===== src/rtl/mux_pkg.sv =====
// Shared types and constants for the sequenced N:1 multiplexer.
package mux_pkg;

    typedef enum logic [1:0] {IDLE, DIRECT, SCAN} mux_state_t;

    localparam logic MODE_DIRECT = 1'b0;
    localparam logic MODE_SCAN   = 1'b1;

endpackage


===== src/rtl/mux_nto1.sv =====
// Combinational N:1 channel selector; an index past the last channel yields zero.
module mux_nto1 #(
    parameter int unsigned WIDTH    = 1,
    parameter int unsigned CHANNELS = 8,
    parameter int unsigned SEL_W    = $clog2(CHANNELS)
) (
    input  logic [CHANNELS*WIDTH-1:0] d_i,
    input  logic [SEL_W-1:0]          idx_i,
    output logic [WIDTH-1:0]          q_o
);

    always_comb begin
        q_o = '0;
        for (int c = 0; c < int'(CHANNELS); c++) begin
            if (idx_i == SEL_W'(c)) begin
                q_o = d_i[c*WIDTH +: WIDTH];
            end
        end
    end

endmodule


===== src/rtl/mux_n_seq.sv =====
// Registered N:1 multiplexer with direct-select and round-robin scan modes.
module mux_n_seq
    import mux_pkg::*;
#(
    parameter int unsigned WIDTH    = 1,
    parameter int unsigned CHANNELS = 8,
    parameter int unsigned SEL_W    = $clog2(CHANNELS)
) (
    input  logic                      clk,
    input  logic                      rst,
    input  logic                      en,
    input  logic                      mode,
    input  logic [SEL_W-1:0]          S,
    input  logic [CHANNELS*WIDTH-1:0] D,
    input  logic                      hold,
    output logic [WIDTH-1:0]          Y,
    output logic                      Y_valid,
    output logic [SEL_W-1:0]          Y_chan,
    output logic                      sel_err,
    output logic                      wrap
);

    localparam logic [SEL_W-1:0] LAST = SEL_W'(CHANNELS - 1);

    mux_state_t       state_q, state_d;
    logic [SEL_W-1:0] ptr_q, ptr_d;
    logic [SEL_W-1:0] chan_q, chan_d;
    logic [WIDTH-1:0] y_q, y_d;
    logic             valid_q, valid_d;
    logic             err_q, err_d;
    logic             wrap_q, wrap_d;
    logic [SEL_W-1:0] cur_ptr;
    logic [SEL_W-1:0] idx;
    logic [WIDTH-1:0] sel_data;

    // Entering SCAN from any other state restarts the sweep at channel 0.
    assign cur_ptr = (state_q == SCAN) ? ptr_q : '0;
    assign idx     = (state_d == SCAN) ? cur_ptr : S;

    mux_nto1 #(
        .WIDTH   (WIDTH),
        .CHANNELS(CHANNELS),
        .SEL_W   (SEL_W)
    ) u_sel (
        .d_i  (D),
        .idx_i(idx),
        .q_o  (sel_data)
    );

    always_comb begin
        state_d = IDLE;
        if (en) begin
            state_d = (mode == MODE_SCAN) ? SCAN : DIRECT;
        end
    end

    always_comb begin
        y_d     = y_q;
        chan_d  = chan_q;
        valid_d = 1'b0;
        err_d   = 1'b0;
        wrap_d  = 1'b0;
        ptr_d   = ptr_q;
        unique case (state_d)
            DIRECT: begin
                if (S > LAST) begin
                    err_d = 1'b1;
                end else begin
                    y_d     = sel_data;
                    chan_d  = S;
                    valid_d = 1'b1;
                end
            end
            SCAN: begin
                y_d     = sel_data;
                chan_d  = cur_ptr;
                valid_d = 1'b1;
                ptr_d   = cur_ptr;
                if (!hold) begin
                    if (cur_ptr == LAST) begin
                        ptr_d  = '0;
                        wrap_d = 1'b1;
                    end else begin
                        ptr_d = cur_ptr + SEL_W'(1);
                    end
                end
            end
            default: ;
        endcase
    end

    always_ff @(posedge clk or posedge rst) begin
        if (rst) begin
            state_q <= IDLE;
            ptr_q   <= '0;
            chan_q  <= '0;
            y_q     <= '0;
            valid_q <= 1'b0;
            err_q   <= 1'b0;
            wrap_q  <= 1'b0;
        end else begin
            state_q <= state_d;
            ptr_q   <= ptr_d;
            chan_q  <= chan_d;
            y_q     <= y_d;
            valid_q <= valid_d;
            err_q   <= err_d;
            wrap_q  <= wrap_d;
        end
    end

    assign Y       = y_q;
    assign Y_valid = valid_q;
    assign Y_chan  = chan_q;
    assign sel_err = err_q;
    assign wrap    = wrap_q;

endmodule


===== config.mk =====
export PLATFORM = sky130hd
export DESIGN_NAME = mux_n_seq
export DESIGN_NICKNAME = d
export VERILOG_FILES = /design/src/rtl/mux_pkg.sv /design/src/rtl/mux_nto1.sv /design/src/rtl/mux_n_seq.sv
export SDC_FILE = /design/constraint.sdc
export NUM_CORES = 1
export LEC_CHECK = 0
export BUFFER_PORTS_ARGS = -buffer_cell sky130_fd_sc_hd__buf_4
export CAP_MARGIN = 30
export CORE_MARGIN = 4
export CORE_UTILIZATION = 47
export DETAILED_ROUTE_END_ITERATION = 10
export HOLD_SLACK_MARGIN = 0.15
export PLACE_DENSITY = 0.76
export SYNTH_ARGS = -nofsm -noshare
export SYNTH_HDL_FRONTEND = slang
export SYNTH_SLANG_ARGS = --single-unit
export TNS_END_PERCENT = 100

===== constraint.sdc =====
create_clock -name clk -period 1.63 [get_ports clk]
set_input_delay 0.163 -clock clk [delete_from_list [all_inputs] [get_ports clk]]
set_output_delay 0.163 -clock clk [all_outputs]
set_load 0.005 [all_outputs]

* After elaboration in Yosys (flattened, before gate mapping)
Index checks and enable logic that the tools add are counted.
** Operators by class
- Order comparisons :: 1
- $add $sub $neg :: 1
- Equal/unequal tests :: 12
- Multiplexer cells :: 25
- Reductions and logical operators :: 3
** Operators by type and width (number)
- 3-bit equality test, second input constant :: 5
- 1-bit 2-to-1 mux :: 15
- 3-bit 2-to-1 mux :: 5
- 3-bit by 2-bit equality test with 1-bit output, second input constant :: 2
- 3-bit one-hot mux with 2 select lines :: 1
- 2-bit equality test, second input constant :: 2
- 2-bit 2-to-1 mux :: 2
- 1-bit one-hot mux with 2 select lines :: 2
- 3-bit by 1-bit adder with 3-bit output, second input constant :: 1
- 3-bit by 1-bit equality test with 1-bit output, second input constant :: 1
- 3-bit greater-than comparator, second input constant :: 1
- 3-bit zero test :: 1
- 2-bit by 1-bit equality test with 1-bit output, second input constant :: 1
- 2-bit inequality test, second input constant :: 1
- 2-bit AND reduction :: 1
- 2-bit nonzero test :: 1
** Storage, ports and cells
- Input port bits :: 16
- Word-level logic and storage cells :: 49
- Flip-flop bits (word level) :: 12
- Output and inout bits :: 7

* Depth between registers and ports, before layout
- Depth in word-level cells :: 15
- Mapped depth :: 6

* Modules after synthesis
A second synthesis with hierarchy kept.
** Second synthesis, totals
- Cells, all modules :: 53
- Area, all modules :: 640.6 µm²
** Modules (own cells, without submodules)
- mux_n_seq :: cells each 50, instances 1, area an instance 576.8 µm²
- mux_nto1 :: cells each 3, instances 1, area an instance 63.8 µm²

* Worst setup path before layout
Ideal clock, no wire load.
- Kind :: reg2reg
- Start :: register state_q[1]
- End :: register y_q, in the netlist Y
- Setup time :: 0.139 ns
- Stages on the path, launching flop included :: 6
- Clock period less this slack :: 1.447 ns
- Path slack :: 0.183 ns
- Arrival :: 1.308 ns
- Cells stage by stage :: dfrtp_1 nor2b_1 a31oi_4 mux2_1 o22ai_1 a311oi_2
** Between the ends
- Word-level cells in the longest chain between the ends :: 14
- Elaborated cells between the ends (all ways) :: 21
- Classes of those cells :: eq/ne (8); mux (12); reduce/logical (1)
** Ends and longest elaborated chain
- from (decl) :: line mux_n_seq.sv:25 : mux_state_t state_q, state_d;
- from (signal assigned) :: line mux_n_seq.sv:102 : state_q <= state_d;
- 2-bit equality test * :: line mux_n_seq.sv:37 : assign cur_ptr = (state_q == SCAN) ? ptr_q : '0;
- 3-bit 2-to-1 mux * :: line mux_n_seq.sv:37
- 3-bit 2-to-1 mux * :: line mux_n_seq.sv:38 : assign idx = (state_d == SCAN) ? cur_ptr : S;
- 3-bit zero test :: line mux_nto1.sv:15 : if (idx_i == SEL_W'(c)) begin
- 1-bit 2-to-1 mux (7 in series) :: line mux_nto1.sv:15
- 1-bit 2-to-1 mux * :: line mux_nto1.sv:15
- 1-bit 2-to-1 mux :: line mux_n_seq.sv:66 : if (S > LAST) begin
- 1-bit one-hot mux with 2 select lines * :: line mux_n_seq.sv:64 : unique case (state_d)
- to (signal assigned) :: line mux_n_seq.sv:105 : y_q <= y_d;
- to (decl) :: line mux_n_seq.sv:28 : logic [WIDTH-1:0] y_q, y_d;
Mark *: on every way between the ends. The rest lies on a longest branch, timed or not. The select of a mux whose other input is x is not followed.
A chain may end at the register's enable or synchronous reset.

* Worst setup path after layout
Ends and elaborated chain as after synthesis.

==> impl_results.md <==
* Power Density at 795 mW/mm^2
* MaxCap Viol Count at 0
* Asr flop ratio synth at 1.00
* Vias at 554
* Clk_lat worst skew at 270 ps
* Fmax at 652 MHz
* Hold Violations, Final at 0
* Worst Hold Class: input pin to flop
* Post-Syn Area at 661 um^2
* Worst path slowest cell: dfrtp_1
* Status: finished clean
* Fin Setup TNS at 0 ps
* Final core utilization at 0.694
* GRT overflow at 0
* CTS clk-pin slew, worst paths at 80 ps
* Ant diodes at 0
* Seq/Total Area, Yosys at 0.455
* CTS Buf Count at 3
* Critical Path Start Type: flop
* Family with the most delay on the worst path: compound AO/OA/AOI/OAI gates
* Req. time, crit path at 1780 ps
* Drt first pass iters at 2
* #FFs+latches synth at 12
* Layout cells sized above 1 at 0.413
* Leak at 0.446 nW
* 1st-iter DRT viols at 2
* Port bufs at 22
* Post-synth EDFFs at 0
* DP Worst Slack at 104 ps
* Reg2Reg Depth at 5
* Syn Nets at 81
* GP Congestion at 0.775
* CP cell instances: nor2b_2 > a31oi_4 > mux2_1 > o22ai_1 > a311oi_2
* GRT Util Overall at 0.149
* Vias in the first global route at 514
* Fin nets at 110
* RSZ-0062 raised after global routing: false
* Syn Area/Cell at 10.3 um^2
* # setup viols final at 0
* Clock Sinks at 12
* Final non-filler cell total at 107
* Wire per inst at 13.1 um
* Initial Utilization at 0.501
* Routed WL at 1410 um
* Most frequent cells in the layout: buf_4 (22), dfrtp_1 (12), nor2_1 (9)
* WP depth at 5
* Routed Antenna Nets at 0
* R2R Setup Slk at 100 ps
* IR drop worst, VDD at 0.000425 V
* Worst-path maximum fanout at 6
* Vias per inst at 5.18
* Die Area at 0.00207 mm^2
* CTS H-tree depth at 1
* WHS at 169 ps
* Post-detail-place hpwl at 997 um
* Largest net degree at the start of global routing at 13
* Num rows at 13
* Critical path class: flop to flop
* Unique masters post-synth at 30
* CTS tree: built
* Synth Warn # at 0
* Synth Flop Type: dfrtp_1
* Final Max Slew Viols at 0
* Leading cell type in the layout, fill and taps excluded: buf_4
* Clock Skew at 1.00 ps
* First-pass GRT wire length at 2130 um
* I/O pin count at 23
* Min Tclk post-route at 1530 ps
* CP endpoint kind: flop
* Inst Count DP at 99
* Antenna violations before repair at 0
* Worst r2r src: state_q[1]
* Chip Width at 45.5 um
* Worst EP arrival at 1680 ps
* PnR worst setup slack at 95.3 ps
* R2R Path End: Y
* Gate Count Post-Synth at 64
* Area Growth Syn to Fin at 38.4%
* Die Y-Extent at 45.5 um
* Tcrit/Tclk final at 0.942
* DRC at 0
* Worst Path Buf+Inv at 0
* Highest cell delay on the worst timing path at 390 ps
* CTS Buffer Depth at 2
* Setup crit end: Y
* Core ar. at 0.00132 mm^2
* CTS root buf: clkbuf_4
* CP Launch Point: state_q[1]
worst min path at each step:
stage,from,to,slack [ps],depth (start not counted)
global route,en,Y_chan[2],170,2
finish,en,Y_chan[2],170,2
floorplan,rst,Y,30,1
global placement,rst,Y_valid,200,2
detailed placement,rst,Y_chan[0],210,2
CTS,en,Y_chan[2],160,2
report_power, final:
group | total (mW) | switching (mW) | internal, mW | leakage (nW)
clock | 0.238 | 0.103 | 0.136 | 0.0210
combinational | 0.151 | 0.0675 | 0.0835 | 0.276
sequential | 0.337 | 0.0176 | 0.320 | 0.149
state kept, by name, indices dropped and copies added (netlist names):
| name | cells |
|---|---|
| sel_err | 1 |
| Y_valid | 1 |
| state_q | 2 |
| Y | 1 |
| Y_chan | 3 |
| wrap | 1 |
| ptr_q | 3 |
synthesized netlist by cell type, types with 2 or more instances:
master / number / area, um^2
dfrtp_1: 12 / 300
nor2_1: 9 / 33.8
a21oi_1: 5 / 25.0
inv_1: 5 / 18.8
o21ai_0: 4 / 20.0
nand2_1: 3 / 11.3
a22o_1: 2 / 17.5
nand2b_1: 2 / 12.5
what timing repair did:
action                                 4_1_cts  5_1_grt
endpoints found under the hold margin       15        0
hold buffers                                 4        0
setup endpoints to repair                    0        1
buffers inserted                             0        0
resized for setup                            0        2
kinds of logic (layout without fill, tap and decap cells):
kind of cell | count (synthesis) | in the layout | synth area share
flip-flops | 12 | 12 | 0.455
adder cells (fa/ha/maj) | 1 | 1 | 0.0189
AO/OA/AOI/OAI | 19 | 19 | 0.223
multiplexers | 3 | 3 | 0.0663
AND/OR/NAND/NOR | 20 | 20 | 0.167
buffers and inverters | 8 | 36 | 0.0644
other | 1 | 1 | 0.00568
stage by stage:
stage               power [mW]  area, um^2
finish                   0.727         915
global route             0.771         915
CTS                      0.733         906
detailed placement       0.485         830
global placement         0.482         830
floorplan                0.419         661
worst reg2reg max path: cells and delay by family (launching register included):
family / cells / cell delay (ps)
DFF: 1 / 390
and+or+nand+nor: 1 / 190
muxes: 1 / 340
AOI/OAI and AO/OA: 3 / 490
area by class of cell:
cell class                 instances  area (um^2)
fill                             111          403
multi-input combinational         44          327
sequential                        12          300
timing repair buffer              26          205
clock buffer                       4         36.3
inverter                           6         27.5
tap                               15         18.8
per-layer routing:
layer | vias to the layer above | GRT usage | wire length, um
li1 | 280 | - | -
met1 | 258 | 0.163 | 575
met2 | 12 | 0.248 | 723
met3 | 4 | 0.0474 | 87
met4 | 0 | 0.0877 | 21
met5 | - | 0 | 0
No activity file was read; power rests on OpenSTA's default activity.
